--- src/rtl/rv32f_fp_wb_scoreboard.sv ---
`default_nettype none
// ============================================================================
//  Module      : rv32f_fp_wb_scoreboard
//  Description : FP register-file writeback scoreboard. Tracks pending FP
//                destination registers and stalls issue on RAW/WAW hazards.
//                Buffers FPU completions in a small FIFO and merges them with
//                FP load returns into one registered register-file write.
//                Optional sticky IEEE flag accumulation is enabled by defining
//                the macro RV32F_FFLAGS_EN.
//  Revision    : 1.0 - initial release
// ============================================================================
module rv32f_fp_wb_scoreboard #(
    parameter int DEPTH    = 4,
    parameter int NUM_REGS = 32
) (
    input  logic                clk,
    input  logic                n_rst,
    // issue side
    input  logic                issue_valid,
    output logic                issue_ready,
    input  logic [4:0]          issue_rs1,
    input  logic [4:0]          issue_rs2,
    input  logic                issue_uses_rs1,
    input  logic                issue_uses_rs2,
    input  logic                issue_writes_rd,
    input  logic [4:0]          issue_rd,
    // FPU completions
    input  logic                fpu_done,
    output logic                fpu_ready,
    input  logic [4:0]          fpu_rd,
    input  logic [31:0]         fpu_result,
    input  logic [4:0]          fpu_flags,
    // FP load returns
    input  logic                ld_valid,
    input  logic [4:0]          ld_rd,
    input  logic [31:0]         ld_data,
    // register-file write port
    output logic                f_wen,
    output logic [4:0]          f_rd,
    output logic [31:0]         f_wdata,
    // status
    output logic [NUM_REGS-1:0] busy_vec,
    output logic [4:0]          fflags,
    input  logic                fflags_clr
);

    localparam int              c_PTR_W  = (DEPTH > 1) ? $clog2(DEPTH) : 1;
    localparam int              c_CNT_W  = c_PTR_W + 1;
    localparam logic [c_CNT_W-1:0] c_FULL = c_CNT_W'(DEPTH);

    // ------------------------------------------------------------------
    // State
    // ------------------------------------------------------------------
    logic [NUM_REGS-1:0] r_busy;
    logic [c_PTR_W-1:0]  r_wr_ptr;
    logic [c_PTR_W-1:0]  r_rd_ptr;
    logic [c_CNT_W-1:0]  r_count;
    logic                r_wen;
    logic [4:0]          r_rd;
    logic [31:0]         r_wdata;

    logic [4:0]          r_fifo_rd   [DEPTH];
    logic [31:0]         r_fifo_data [DEPTH];

    // ------------------------------------------------------------------
    // Combinational control
    // ------------------------------------------------------------------
    logic                w_issue_ready;
    logic                w_issue_fire;
    logic                w_full;
    logic                w_empty;
    logic                w_push;
    logic                w_pop;
    logic                w_bypass;
    logic                w_fifo_wr;
    logic [NUM_REGS-1:0] w_busy_nxt;

    // Hazard check looks only at the registered busy bits; a result being
    // written this cycle still stalls its consumers for one more cycle.
    assign w_issue_ready = !(issue_uses_rs1  && r_busy[issue_rs1]) &&
                           !(issue_uses_rs2  && r_busy[issue_rs2]) &&
                           !(issue_writes_rd && r_busy[issue_rd]);
    assign w_issue_fire  = issue_valid && w_issue_ready;

    assign w_full    = (r_count == c_FULL);
    assign w_empty   = (r_count == '0);
    assign w_push    = fpu_done && !w_full;
    // Loads own the write port whenever present; the FIFO simply holds.
    assign w_pop     = !ld_valid && !w_empty;
    // Empty FIFO and idle port: the completion skips storage entirely.
    assign w_bypass  = !ld_valid && w_empty && w_push;
    assign w_fifo_wr = w_push && !w_bypass;

    // Next busy vector: writeback clears first so a same-index issue set wins.
    always_comb begin
        w_busy_nxt = r_busy;
        if (r_wen) begin
            w_busy_nxt[r_rd] = 1'b0;
        end
        if (w_issue_fire && issue_writes_rd) begin
            w_busy_nxt[issue_rd] = 1'b1;
        end
    end

    // Pending-write bit register.
    always_ff @(posedge clk) begin
        if (!n_rst) begin
            r_busy <= '0;
        end else begin
            r_busy <= w_busy_nxt;
        end
    end

    // FIFO pointers and occupancy count.
    always_ff @(posedge clk) begin
        if (!n_rst) begin
            r_wr_ptr <= '0;
            r_rd_ptr <= '0;
            r_count  <= '0;
        end else begin
            if (w_fifo_wr) begin
                r_wr_ptr <= r_wr_ptr + 1'b1;
            end
            if (w_pop) begin
                r_rd_ptr <= r_rd_ptr + 1'b1;
            end
            case ({w_fifo_wr, w_pop})
                2'b10:   r_count <= r_count + 1'b1;
                2'b01:   r_count <= r_count - 1'b1;
                default: r_count <= r_count;
            endcase
        end
    end

    // FIFO storage; contents are don't-care until the count covers them.
    always_ff @(posedge clk) begin
        if (w_fifo_wr) begin
            r_fifo_rd[r_wr_ptr]   <= fpu_rd;
            r_fifo_data[r_wr_ptr] <= fpu_result;
        end
    end

    // Writeback output register: load, else FIFO head, else bypass.
    always_ff @(posedge clk) begin
        if (!n_rst) begin
            r_wen   <= 1'b0;
            r_rd    <= '0;
            r_wdata <= '0;
        end else if (ld_valid) begin
            r_wen   <= 1'b1;
            r_rd    <= ld_rd;
            r_wdata <= ld_data;
        end else if (w_pop) begin
            r_wen   <= 1'b1;
            r_rd    <= r_fifo_rd[r_rd_ptr];
            r_wdata <= r_fifo_data[r_rd_ptr];
        end else if (w_bypass) begin
            r_wen   <= 1'b1;
            r_rd    <= fpu_rd;
            r_wdata <= fpu_result;
        end else begin
            r_wen   <= 1'b0;
        end
    end

`ifdef RV32F_FFLAGS_EN
    logic [4:0] r_fifo_flags [DEPTH];
    logic [4:0] r_fflags;
    logic [4:0] w_wb_flags;
    logic       w_fpu_wb;

    assign w_fpu_wb   = w_pop || w_bypass;
    assign w_wb_flags = w_pop ? r_fifo_flags[r_rd_ptr] : fpu_flags;

    // Flag storage travels alongside each queued result.
    always_ff @(posedge clk) begin
        if (w_fifo_wr) begin
            r_fifo_flags[r_wr_ptr] <= fpu_flags;
        end
    end

    // Sticky flags: OR in on FPU writeback; a CSR clear takes priority.
    always_ff @(posedge clk) begin
        if (!n_rst) begin
            r_fflags <= '0;
        end else if (fflags_clr) begin
            r_fflags <= '0;
        end else if (w_fpu_wb) begin
            r_fflags <= r_fflags | w_wb_flags;
        end
    end

    assign fflags = r_fflags;
`else
    logic w_unused_flags;
    assign w_unused_flags = ^{fpu_flags, fflags_clr};
    assign fflags         = 5'd0;
`endif

    assign issue_ready = w_issue_ready;
    assign fpu_ready   = !w_full;
    assign f_wen       = r_wen;
    assign f_rd        = r_rd;
    assign f_wdata     = r_wdata;
    assign busy_vec    = r_busy;

endmodule
`default_nettype wire
--- config.mk ---
export PLATFORM = sky130hd
export DESIGN_NAME = rv32f_fp_wb_scoreboard
export DESIGN_NICKNAME = d
export VERILOG_FILES = /design/src/rtl/rv32f_fp_wb_scoreboard.sv
export SDC_FILE = /design/constraint.sdc
export NUM_CORES = 1
export LEC_CHECK = 0
export ABC_AREA = 1
export CAP_MARGIN = 30
export CELL_PAD_IN_SITES_DETAIL_PLACEMENT = 1
export CELL_PAD_IN_SITES_GLOBAL_PLACEMENT = 2
export CORE_ASPECT_RATIO = 1.75
export CORE_MARGIN = 2
export CORE_UTILIZATION = 36
export DETAILED_ROUTE_END_ITERATION = 10
export GPL_TIMING_DRIVEN = 1
export PLACE_DENSITY = 0.95
export SYNTH_ARGS = -nofsm -noshare
export SYNTH_HDL_FRONTEND = slang
export SYNTH_SLANG_ARGS = --single-unit
--- constraint.sdc ---
create_clock -name clk -period 4.3 [get_ports clk]
set_input_delay 0.86 -clock clk [delete_from_list [all_inputs] [get_ports clk]]
set_output_delay 0.86 -clock clk [all_outputs]
set_load 0.03 [all_outputs]
* Yosys cells after proc, flatten, opt, wreduce, memory -nomap -nowiden
Memories as Yosys holds them, arrays and structs flattened. A register that Yosys moved wholly into a read port is not among the register bits. Index checks and enable logic that the tools add are counted.
Storage, ports and cells: bits in writable memories 148, output and inout port bits 77, flip-flop bits (word level) 77, memories 2, input port bits 103
Cells by class: equal/unequal tests 3, add/sub/neg operators 4, reduce and logical (&&, ||, !) cells 24, bitwise logic cells 3, multiplexer cells 28, $lt $le $gt $ge 6
Memories:
- r_fifo_data | depth 4, width 32, rd ports 1, clocked after Yosys merged registers in 1, wr ports 1, line 63 | logic [31:0] r_fifo_data [DEPTH];
- r_fifo_rd | depth 4, width 5, rd ports 1, clocked after Yosys merged registers in 1, wr ports 1, line 62 | logic [4:0] r_fifo_rd [DEPTH];
Operators with widths (count):
- 32-bit 2-to-1 mux | 5
- 32-bit bitwise AND | 1
- 32-bit inverter | 1
- 32-bit bitwise OR | 1
- 5-bit by 6-bit less-than comparator with 1-bit output (second input constant) | 4
- 1-bit binary-select mux with 5-bit select | 3
- 5-bit 2-to-1 mux | 3
- 1-bit logical AND | 14
- 1-bit demux with 5-bit select | 2
- 5-bit by 1-bit >= comparator with 1-bit output (second input constant) | 2
- 1-bit 2-to-1 mux | 10
- 2-bit 2-to-1 mux | 4
- 1-bit logical NOT | 7
- 3-bit one-hot mux with 2 select lines | 1
- 2-bit by 1-bit adder with 2-bit output (second input constant) | 2
- 3-bit by 1-bit adder with 3-bit output (second input constant) | 1
- 3-bit equality test (second input constant) | 1
- 3-bit logical NOT | 1
- 3-bit nonzero test | 1
- 3-bit by 1-bit subtractor with 3-bit output (second input constant) | 1
- 2-bit by 1-bit equality test with 1-bit output (second input constant) | 1
- 2-bit equality test (second input constant) | 1
- 2-bit nonzero test | 1

* Logic depth before layout (Yosys ltp)
depth in word-level cells 9, depth in mapped cells 15, mapped depth without buffers 14

* Least setup slack after synthesis
No wires, ideal clock.
path kind input to register, from in ld_valid, to mem r_fifo_data[0][0], enable pin, cell stages on the path 4, library setup time 0.431 ns, arrival 2.767 ns, setup slack 1.102 ns, path through nor2_1 -> inv_1 -> nand3_1 -> nor2_1
On the way: word-level cells in the longest chain between the ends 7
Ends and longest elaborated chain:
- from (decl) | line 34 | input logic ld_valid,
- 1-bit logical NOT | line 91 | assign w_bypass = !ld_valid && w_empty && w_push;
- 1-bit logical AND (2 in series) | line 91
- 1-bit logical NOT | line 92 | assign w_fifo_wr = w_push && !w_bypass;
- 1-bit logical AND | line 92
- 1-bit 2-to-1 mux | line 137 | if (w_fifo_wr) begin
- 1-bit 2-to-1 mux (not written as such) | line 139 | r_fifo_data[r_wr_ptr] <= fpu_result;
- to (decl) | line 63
No other way between the ends.

* Worst setup path in the final report
from in issue_rd[1], to out issue_ready
On the way: word-level cells in the longest chain between the ends 5
Ends and longest elaborated chain:
- from (decl) | line 26 | input logic [4:0] issue_rd,
- 1-bit binary-select mux with 5-bit select | line 82 | !(issue_writes_rd && r_busy[issue_rd]);
- 1-bit 2-to-1 mux (not written as such) | line 82
- 1-bit logical AND | line 82
- 1-bit logical NOT | line 82
- 1-bit logical AND | line 81 | !(issue_uses_rs2 && r_busy[issue_rs2]) &&
- to (decl) | line 20 | output logic issue_ready,
No other way between the ends. The select of a mux whose other input is x is not followed.

==> results.py <==
metrics = {
    "clocking": {
        "post-cts-setup-buffers": 0,
        "cts_buffers": 22,
        "h-tree-depth": 1,
        "cts.sinks": 227,
        "root_buffer": "clkbuf_16",
        "clock_latency_ns": 0.52,
        "cts_buffer_depth": 3,
        "cts-resized-gates": 0,
        "cts_hold_buf": 0,
        "clk_pin_slew_ns": 0.07,
        "tritoncts": "yes",
    },
    "sta": {
        "setup_ws_ns": 0.674,
        "slew_violations": 0,
        "rsz0062_at_grt": "no",
        "fin_skew_ns": 0.00653,
        "fin_tns_setup_ns": 0,
        "final.period_utilization": 0.843,
        "period_minus_slack_ns": 3.63,
        "hold_ws_ns": 0.509,
        "relSlewSlack": 0.417,
        "fmaxAchievable_mhz": 276,
        "tightest_slew_ns": 0.874,
        "setup_viol": 0,
        "hold_violations": 0,
    },
    "synthesis": {
        "ys_warn_count": 0,
        "avgSynthCellArea_um2": 9.61,
        "ys.flop_type": "edfxtp_1",
        "synth-edff-count": 148,
        "synth_cells": 1107,
        "ys_ff_latch": 227,
        "synthesis.area_um2": 10600,
        "ys_types": 37,
        "yosysSeqAreaShare": 0.566,
        "async_reset_ff_frac": 0,
    },
    "floorplanning": {
        "rows": 83,
        "start_util": 0.365,
        "coreArea_um2": 29200,
        "die_x_um": 134,
        "die_h_um": 231,
        "die-area_um2": 31000,
        "pin_count": 180,
    },
    "placed_design": {
        "port_buffers": 168,
        "gp_congestion": 0.823,
        "place_ws_ns": 0.645,
        "dp.cells": 1611,
        "dpl.hpwl_um": 22500,
        "placed_cell_area_um2": 12600,
    },
    "global_routing": {
        "grt_pass1_wl_um": 52600,
        "grtUsageTotal": 0.216,
        "grt_max_degree": 76,
        "grt_overflow": 0,
        "grt_antenna_before_repair": 0,
        "first_global_vias": 9667,
    },
    "route": {
        "drt_iter0_drc": 398,
        "drtAntennaViolNets": 0,
        "post_drt_wl_per_cell_um": 20.4,
        "wirelength_um": 33600,
        "vias": 8959,
        "detail_route.vias_per_cell": 5.43,
        "drt_first_pass_iters": 4,
        "route.detailed.drc": 0,
    },
    "finish": {
        "fin_area_um2": 13400,
        "fin_nets": 1362,
        "layout-drive-gt1-share": 0.110,
        "antenna_cells": 0,
        "fin_cells": 1651,
        "syn_to_final_growth_pct": 25.8,
        "final_core_util": 0.459,
    },
    "worst_hold_path": {
        "hold_path.class": "register to register",
    },
    "critical_path": {
        "crit_top_cell": "nand2_1",
        "crit_chain": "clkdlybuf4s50_1 -> inv_6 -> nor2_2 -> nand2_1 -> nand4_1 -> nand2_1 -> nand2_1 -> nor2_1 -> nand2_1 -> nand2_2 -> nand2_4 -> nor2_8 -> buf_12",
        "slowest_delay_ns": 0.57,
        "worst_path_max_delay_cell": "clkdlybuf4s50_1",
        "startpoint_type": "input pin",
        "crit_arrival_ns": 2.77,
        "critPathMaxFanout": 19,
        "crit_path_end_kind": "output port",
        "worstSetupPathType": "input pin to output port",
        "required_ns": 3.44,
    },
    "job": {
        "drv_cap": 0,
    },
    "outcome": {
        "status": "complete, no violations",
    },
    "power": {
        "finalPower_mw": 6.71,
        "peakVddDrop_v": 0.000377,
        "leakage_nw": 4.96,
        "cellPowerDensity_nw_per_um2": 501,
    },
}
final cells by class:
| cell class | count | area, µm² |
|---|---|---|
| Clock buffer | 24 | 579 |
| Clock inverter | 16 | 205 |
| Fill cell | 3211 | 15800 |
| Inverter | 88 | 340 |
| Multi-Input combinational cell | 723 | 3900 |
| Sequential cell | 227 | 6030 |
| Tap cell | 382 | 478 |
| Timing Repair Buffer | 191 | 1860 |
path summary, 6_finish.rpt:
path | from | end | slack, ns | cells after the start
max | issue_rd[1] | issue_ready | 0.67 | 13
min reg2reg | r_count[2] | r_count[2] | 0.51 | 2
max reg2reg | r_count[0] | r_count[2] | 1.86 | 12
min | r_count[2] | r_count[2] | 0.51 | 2
synthesized netlist by cell type, drive strengths merged (2+ instances only):
| cell type | count | area, µm² |
|---|---|---|
| nor2 | 54 | 224 |
| inv | 88 | 340 |
| a221oi | 36 | 315 |
| nor3 | 8 | 40.0 |
| dfxtp | 79 | 1580 |
| edfxtp | 148 | 4440 |
| clkbuf | 41 | 154 |
| buf | 32 | 267 |
| nand3 | 118 | 741 |
| nand4 | 7 | 43.8 |
| o21ai | 79 | 395 |
| a21oi | 113 | 674 |
| o211ai | 2 | 20.0 |
| nand2 | 255 | 967 |
| ha | 5 | 62.6 |
| o221ai | 36 | 315 |
flip-flops by register name, summed over array words and instances, names as in the netlist, named ones only:
signal       cells
busy_vec        32
r_rd_ptr         2
r_wr_ptr         2
f_rd             5
r_fifo_data    128
f_wen            1
r_count          3
f_wdata         32
r_fifo_rd       20
layer usage:
layer | wire, µm | track usage | vias to the layer above
li1 | - | - | 4188
met1 | 12300 | 0.225 | 4460
met2 | 18800 | 0.426 | 245
met3 | 1490 | 0.0322 | 66
met4 | 1010 | 0.0828 | 0
met5 | 0 | 0 | -
worst max-delay path, delay by kind of cell:
family | cells | cell delay (ns)
buf+inv | 3 | 0.82
simple gates | 10 | 1.07
placed cells by master, fill, tap and decap left out, drive strengths merged, types with 7 or more instances in the layout:
master | synthesis | layout
nor3 | 8 | 8
nand2 | 255 | 255
clkbuf | 41 | 24
nand4 | 7 | 7
o221ai | 36 | 36
o21ai | 79 | 79
nor2 | 54 | 54
clkdlybuf4s50 | 0 | 166
buf | 32 | 25
nand3 | 118 | 118
a21oi | 113 | 113
edfxtp | 148 | 148
a221oi | 36 | 36
dfxtp | 79 | 79
inv | 88 | 92
power breakdown:
part / internal [mW] / switching [mW]
sequential: 2.63 / 0.131
combinational: 0.585 / 1.26
clock: 1.23 / 0.875
logic make-up after synthesis:
family,after synthesis,synth area share
AOI/OAI and AO/OA,268,0.163
adders and majority gates,6,0.00776
buffers and inverters,161,0.0715
DFF,227,0.566
other,1,0.000352
and+or+nand+nor,444,0.191
Note: power is estimated with default switching activity, not from simulation.
